**config.mk**
```make
export PLATFORM = sky130hd
export DESIGN_NAME = truth_table_sweeper_flat
export DESIGN_NICKNAME = d
export VERILOG_FILES = /design/src/rtl/tts_pkg.sv /design/src/rtl/truth_table_sweeper_if.sv /design/src/rtl/tts_lut_bank.sv /design/src/rtl/truth_table_sweeper.sv /design/src/flat_wrapper.sv
export SDC_FILE = /design/constraint.sdc
export NUM_CORES = 1
export LEC_CHECK = 0
export CAP_MARGIN = 40
export CORE_MARGIN = 2
export CORE_UTILIZATION = 30
export DETAILED_ROUTE_END_ITERATION = 7
export SYNTH_ARGS = -nofsm -noshare
export SYNTH_HDL_FRONTEND = slang
export SYNTH_SLANG_ARGS = --single-unit
```
**constraint.sdc**
```tcl
create_clock -name clk -period 2.8 [get_ports clk]
set_input_delay 0.56 -clock clk [delete_from_list [all_inputs] [get_ports clk]]
set_output_delay 0.56 -clock clk [all_outputs]
set_load 0.05 [all_outputs]
```
**src/rtl/tts_pkg.sv**
```systemverilog
// Shared types and helpers for the truth-table sweeper: FSM state, Gray
// conversion and the width derivations used by the top and the LUT bank.
package tts_pkg;

  typedef enum logic [1:0] {IDLE, RUN, DONE} tts_state_t;

  localparam int N_IN_DEF  = 3;
  localparam int N_FN_DEF  = 6;
  localparam int TBL_W     = 2 ** N_IN_DEF;
  localparam int CFG_SEL_W = (N_FN_DEF <= 1) ? 1 : $clog2(N_FN_DEF);

  function automatic int calc_tbl_w(input int n_in);
    return 2 ** n_in;
  endfunction

  function automatic int calc_sel_w(input int n_fn);
    return (n_fn <= 1) ? 1 : $clog2(n_fn);
  endfunction

  // Widest legal N_IN is 8, so one 8-bit converter serves every build.
  function automatic logic [7:0] bin2gray(input logic [7:0] b);
    return b ^ (b >> 1);
  endfunction

endpackage

```
**src/rtl/truth_table_sweeper_if.sv**
```systemverilog
// Output beat stream of the sweeper: one input vector plus every channel's
// output per beat, valid/ready handshake.
interface truth_table_sweeper_if #(
  parameter int N_IN = 3,
  parameter int N_FN = 6
);
  logic            out_valid;
  logic            out_ready;
  logic [N_IN-1:0] out_idx;
  logic [N_FN-1:0] out_val;

  modport master (output out_valid, output out_idx, output out_val, input  out_ready);
  modport slave  (input  out_valid, input  out_idx, input  out_val, output out_ready);
endinterface

```
**src/rtl/tts_lut_bank.sv**
```systemverilog
// N_FN truth-table registers with one write port and a combinational read of
// every channel at a shared index; a same-cycle write is forwarded to the read.
module tts_lut_bank
  import tts_pkg::*;
#(
  parameter int N_IN = 3,
  parameter int N_FN = 6,
  localparam int TW  = calc_tbl_w(N_IN),
  localparam int SW  = calc_sel_w(N_FN)
) (
  input  logic                     clk,
  input  logic                     rst,
  input  logic                     we_i,
  input  logic [SW-1:0]            sel_i,
  input  logic [TW-1:0]            tbl_i,
  input  logic [N_IN-1:0]          rd_idx_i,
  output logic [N_FN-1:0]          rd_val_o
);

  logic [N_FN-1:0][TW-1:0] tbl_q;

  for (genvar f = 0; f < N_FN; f++) begin : g_ch
    logic          hit;
    logic [TW-1:0] eff;

    // Selects >= N_FN never match any channel, so such writes are dropped.
    assign hit = we_i && (sel_i == SW'(f));
    assign eff = hit ? tbl_i : tbl_q[f];
    assign rd_val_o[f] = eff[rd_idx_i];

    always_ff @(posedge clk or posedge rst) begin
      if (rst)      tbl_q[f] <= '0;
      else if (hit) tbl_q[f] <= tbl_i;
    end
  end

endmodule

```
**src/rtl/truth_table_sweeper.sv**
```systemverilog
// Sweeps every input vector of N_FN programmable N_IN-input functions onto a
// valid/ready stream, then pulses done. Define TTS_GRAY_ORDER_EN for Gray order.
module truth_table_sweeper
  import tts_pkg::*;
#(
  parameter int N_IN = 3,
  parameter int N_FN = 6,
  localparam int TW  = calc_tbl_w(N_IN),
  localparam int SW  = calc_sel_w(N_FN)
) (
  input  logic                   clk,
  input  logic                   rst,
  input  logic                   cfg_we,
  input  logic [SW-1:0]          cfg_sel,
  input  logic [TW-1:0]          cfg_table,
  input  logic                   start,
  input  logic                   abort,
  output logic                   busy,
  output logic                   done,
  truth_table_sweeper_if.master  stream
);

  tts_state_t      state_q;
  logic [N_IN-1:0] cnt_q, cnt_d;
  logic [N_IN-1:0] idx_q, idx_d;
  logic [N_FN-1:0] val_q, val_d;
  logic            busy_q, valid_q, done_q;
  logic            idle;

  assign idle  = (state_q == IDLE);
  // From IDLE the next beat is vector 0; in RUN it is the successor.
  assign cnt_d = idle ? '0 : cnt_q + 1'b1;

`ifdef TTS_GRAY_ORDER_EN
  assign idx_d = N_IN'(bin2gray(8'(cnt_d)));
`else
  assign idx_d = cnt_d;
`endif

  // Writes land only in IDLE; the bypass lets a start in the same cycle see them.
  tts_lut_bank #(.N_IN(N_IN), .N_FN(N_FN)) u_lut (
    .clk      (clk),
    .rst      (rst),
    .we_i     (cfg_we && idle),
    .sel_i    (cfg_sel),
    .tbl_i    (cfg_table),
    .rd_idx_i (idx_d),
    .rd_val_o (val_d)
  );

  always_ff @(posedge clk or posedge rst) begin
    if (rst) begin
      state_q <= IDLE;
      cnt_q   <= '0;
      idx_q   <= '0;
      val_q   <= '0;
      busy_q  <= 1'b0;
      valid_q <= 1'b0;
      done_q  <= 1'b0;
    end else begin
      case (state_q)
        IDLE: begin
          done_q <= 1'b0;
          if (start) begin
            state_q <= RUN;
            cnt_q   <= '0;
            idx_q   <= idx_d;
            val_q   <= val_d;
            busy_q  <= 1'b1;
            valid_q <= 1'b1;
          end
        end
        RUN: begin
          if (abort) begin
            state_q <= IDLE;
            cnt_q   <= '0;
            idx_q   <= '0;
            val_q   <= '0;
            busy_q  <= 1'b0;
            valid_q <= 1'b0;
          end else if (stream.out_ready) begin
            if (&cnt_q) begin
              state_q <= DONE;
              idx_q   <= '0;
              val_q   <= '0;
              valid_q <= 1'b0;
              done_q  <= 1'b1;
            end else begin
              cnt_q <= cnt_d;
              idx_q <= idx_d;
              val_q <= val_d;
            end
          end
        end
        DONE: begin
          // Abort here lands in the same place as the normal return.
          state_q <= IDLE;
          cnt_q   <= '0;
          busy_q  <= 1'b0;
          done_q  <= 1'b0;
        end
        default: begin
          state_q <= IDLE;
          cnt_q   <= '0;
          busy_q  <= 1'b0;
          valid_q <= 1'b0;
          done_q  <= 1'b0;
        end
      endcase
    end
  end

  assign busy             = busy_q;
  assign done             = done_q;
  assign stream.out_valid = valid_q;
  assign stream.out_idx   = idx_q;
  assign stream.out_val   = val_q;

endmodule
```
**src/flat_wrapper.sv**
```systemverilog
// flat-port wrapper written by rule: the top's interface ports become plain ports
module truth_table_sweeper_flat import tts_pkg::*;
#(
  parameter int N_IN = 3,
  parameter int N_FN = 6,
  localparam int TW  = calc_tbl_w(N_IN),
  localparam int SW  = calc_sel_w(N_FN)
)
  (clk, rst, cfg_we, cfg_sel, cfg_table, start, abort, busy, done, stream_out_valid, stream_out_idx, stream_out_val, stream_out_ready);
  truth_table_sweeper_if #(.N_IN(N_IN), .N_FN(N_FN)) stream_i ();
  input  logic clk;
  input  logic rst;
  input  logic cfg_we;
  input  logic [SW-1:0] cfg_sel;
  input  logic [TW-1:0] cfg_table;
  input  logic start;
  input  logic abort;
  output logic busy;
  output logic done;
  output wire logic [$bits(stream_i.out_valid)-1:0] stream_out_valid;
  output wire logic [$bits(stream_i.out_idx)-1:0] stream_out_idx;
  output wire logic [$bits(stream_i.out_val)-1:0] stream_out_val;
  input wire logic [$bits(stream_i.out_ready)-1:0] stream_out_ready;
  assign stream_out_valid = stream_i.out_valid;
  assign stream_out_idx = stream_i.out_idx;
  assign stream_out_val = stream_i.out_val;
  assign stream_i.out_ready = stream_out_ready;
  truth_table_sweeper #(.N_IN(N_IN), .N_FN(N_FN)) u_core (.clk(clk), .rst(rst), .cfg_we(cfg_we), .cfg_sel(cfg_sel), .cfg_table(cfg_table), .start(start), .abort(abort), .busy(busy), .done(done), .stream(stream_i));
endmodule
```
==> impl_metrics.ini <==
[run_status]
status = finished, final reports clean

[yosys]
synth_top_area_cell = dfrtp_1
synthArstFlopShare = 1.000
synthCells = 358
synth_top_area_share = 0.5140
synth_area_per_cell_um2 = 8.839
synth_nets = 377
synth_edf_count = 0
yosysUniqueCellTypes = 47
synthTopCellsByArea = dfrtp_1, nand2_1, mux2i_1
ys_ff_latch = 65
synth_common_cells = nand2_1, dfrtp_1, o21ai_0, nor2_1, clkbuf_1
synthesis.area_um2 = 3164
yosysMostFrequentCell = nand2_1
synth_flop_cell = dfrtp_1
seq_area_frac_synth = 0.5140
ys_warn_count = 0

[die]
die_y_um = 106.7
pin_count = 29
num_rows = 37
fp.coreArea_um2 = 10280
die-area_um2 = 11380
initial_utilization = 0.3079
die_w_um = 106.7

[worst_setup_path]
critPathMostFrequentCell = ha_1
crit_fanout = 6
cp.required_ps = 3080
slowest_stage = a2111o_1
cp-startpoint = u_core.cnt_q[0]
r2r_slack_ps = 220
r2r_start = u_core.cnt_q[0]
r2r-end = u_core.stream.out_val[0]
worstSetupStartpointType = flip-flop
worstRegToRegCells = 7
cp_cell_sequence = ha_1 > ha_1 > or4_1 > a2111o_1 > a221oi_1 > o211a_1 > a211o_2
end_kind = flip-flop
timing.critical_path.slowest_cell_delay_ps = 580
critPathArrivalTime_ps = 2870
setup.worst_path.class = reg2reg
cp-endpoint = u_core.stream.out_val[0]

[cts]
clk_latency_ps = 340
cts.clk_slew.worst_paths_ps = 70
cts.sinks = 65
tritoncts = done
ctsHoldBuffers = 0
cts_resized = 0
cts_made_buffers = 9
cts_max_level = 3
cts-root-buf = clkbuf_8
cts_max_path_buffers = 2
cts_setup_buffers = 0

[global_route]
use_met3 = 0.03465
gr-total-overflow = 0
met2_usage = 0.2593
grt_antenna_before_repair = 0
grt_pass1_vias = 2710
busiest_layer = met2
grt_util_met1 = 0.2255
grt_first_pass_wirelength_mm = 14.23
grt_max_degree = 42
grt_use_total = 0.1636

[final_layout]
num-nets-final = 412
fin_area_um2 = 3870
area_growth_pct = 22.30
antennaDiodeCount = 0
multi_input_area_um2 = 1430
layout.cells.non_filler = 534
seq_area_um2 = 1627
fillers = 1083
drive_gt1_frac = 0.1080

[detailed_routing]
wire_per_inst_um = 16.16
ant_nets = 0
num_vias = 2652
first_pass_iters = 4
routed_wl_mm = 8.630
drtIter0Drc = 135
post_drt_via_cell_ratio = 4.966
drcViolationCount = 0

[place]
hpwl_mm = 5.805
dpl_cell_area_um2 = 3659
portBuffers = 28
gp_congestion = 0.8224
place_ws_ps = 133.1
dp_cells = 518

[power_and_ir_drop]
power_density_nw_per_um2 = 752.7
leakage_nw = 1.884
vdd_drop_max_mv = 0.2564

[hold_path]
hold_class = reg2reg

[timing]
setup_tns_ps = 0
hold_violations = 0
worst_pin_slew_ps = 882.7
finalClockSkew_ps = 7.850
slew_headroom = 0.4094
clock.fmax_mhz = 387.0
setup_ws_ps = 216.2
slew_violations = 0
rsz0062_at_grt = no
fin_crit_sh = 0.9228
hold-worst-slack_ps = 470.0
setup_viol = 0
min_period_ps = 2584

[flow_run]
maxCapViolCount = 0
critical path: cells and delay by family, from the launching register on:
| family | cells | cell delay, ps |
|---|---|---|
| DFF | 1 | 380 |
| AOI/OAI and AO/OA | 4 | 1140 |
| adders and majority gates | 2 | 500 |
| and+or+nand+nor | 1 | 510 |
where the power goes:
group | leakage, nW | switching, mW | internal (mW)
clock network | 0.112 | 0.356 | 0.466
registers | 0.822 | 0.129 | 1.17
logic | 0.950 | 0.478 | 0.317
worst min path at each step:
stage | from | end | slack [ps] | cells after the start
floorplan | u_core.u_lut.tbl_q[34] | u_core.u_lut.tbl_q[34] | 440 | 2
global placement | u_core.u_lut.tbl_q[30] | u_core.u_lut.tbl_q[30] | 460 | 2
global route | u_core.u_lut.tbl_q[13] | u_core.u_lut.tbl_q[13] | 490 | 2
detailed placement | u_core.u_lut.tbl_q[30] | u_core.u_lut.tbl_q[30] | 460 | 2
CTS | u_core.u_lut.tbl_q[30] | u_core.u_lut.tbl_q[30] | 470 | 2
finish | u_core.u_lut.tbl_q[13] | u_core.u_lut.tbl_q[13] | 470 | 2
cell type report:
class	instances	share of cell area
Timing Repair Buffer	41	0.1009
Multi-Input combinational cell	265	0.3695
Inverter	11	0.01067
Sequential cell	65	0.4203
Clock inverter	1	0.001293
Tap cell	136	0.04397
Clock buffer	15	0.05335
metrics by stage:
step	total power [mW]	util
finish	2.913	0.3766
global route	3.086	0.3766
CTS	2.936	0.3766
detailed placement	2.108	0.3560
global placement	2.086	0.3560
floorplan	1.835	-
layer usage:
layer / up-vias / part of all wire
met5: - / 0
met4: 0 / 0.011
met3: 11 / 0.057
met2: 62 / 0.47
met1: 1299 / 0.47
li1: 1280 / -
state kept, by name (all words and copies together), names as in the netlist:
| register | count |
|---|---|
| u_core.busy | 1 |
| u_core.stream.out_val | 6 |
| u_core.u_lut.tbl_q | 48 |
| u_core.state_q | 2 |
| u_core.stream.out_valid | 1 |
| u_core.cnt_q | 3 |
| u_core.done | 1 |
| u_core.stream.out_idx | 3 |
logic make-up after synthesis:
family / synth area share
AO/OA/AOI/OAI: 0.1431
adder cells (fa/ha/maj): 0.007907
buffers and inverters: 0.03400
flip-flops: 0.5140
multiplexers: 0.04587
AND/OR/NAND/NOR: 0.2550
cell usage in the layout, fill, tap and decap left out, types with 3 or more instances in the layout:
cell type	n
buf_4	12
a21oi_1	13
clkdlybuf4s50_1	28
mux2i_1	10
nand2b_1	5
inv_1	10
a221oi_1	4
or3_1	5
dfrtp_1	65
nor2_1	15
mux2_2	4
nand2_1	136
o221ai_1	3
nor2b_1	3
o21ai_0	16
clkbuf_8	15
and2_1	5
(Power assumes the default switching activity.)
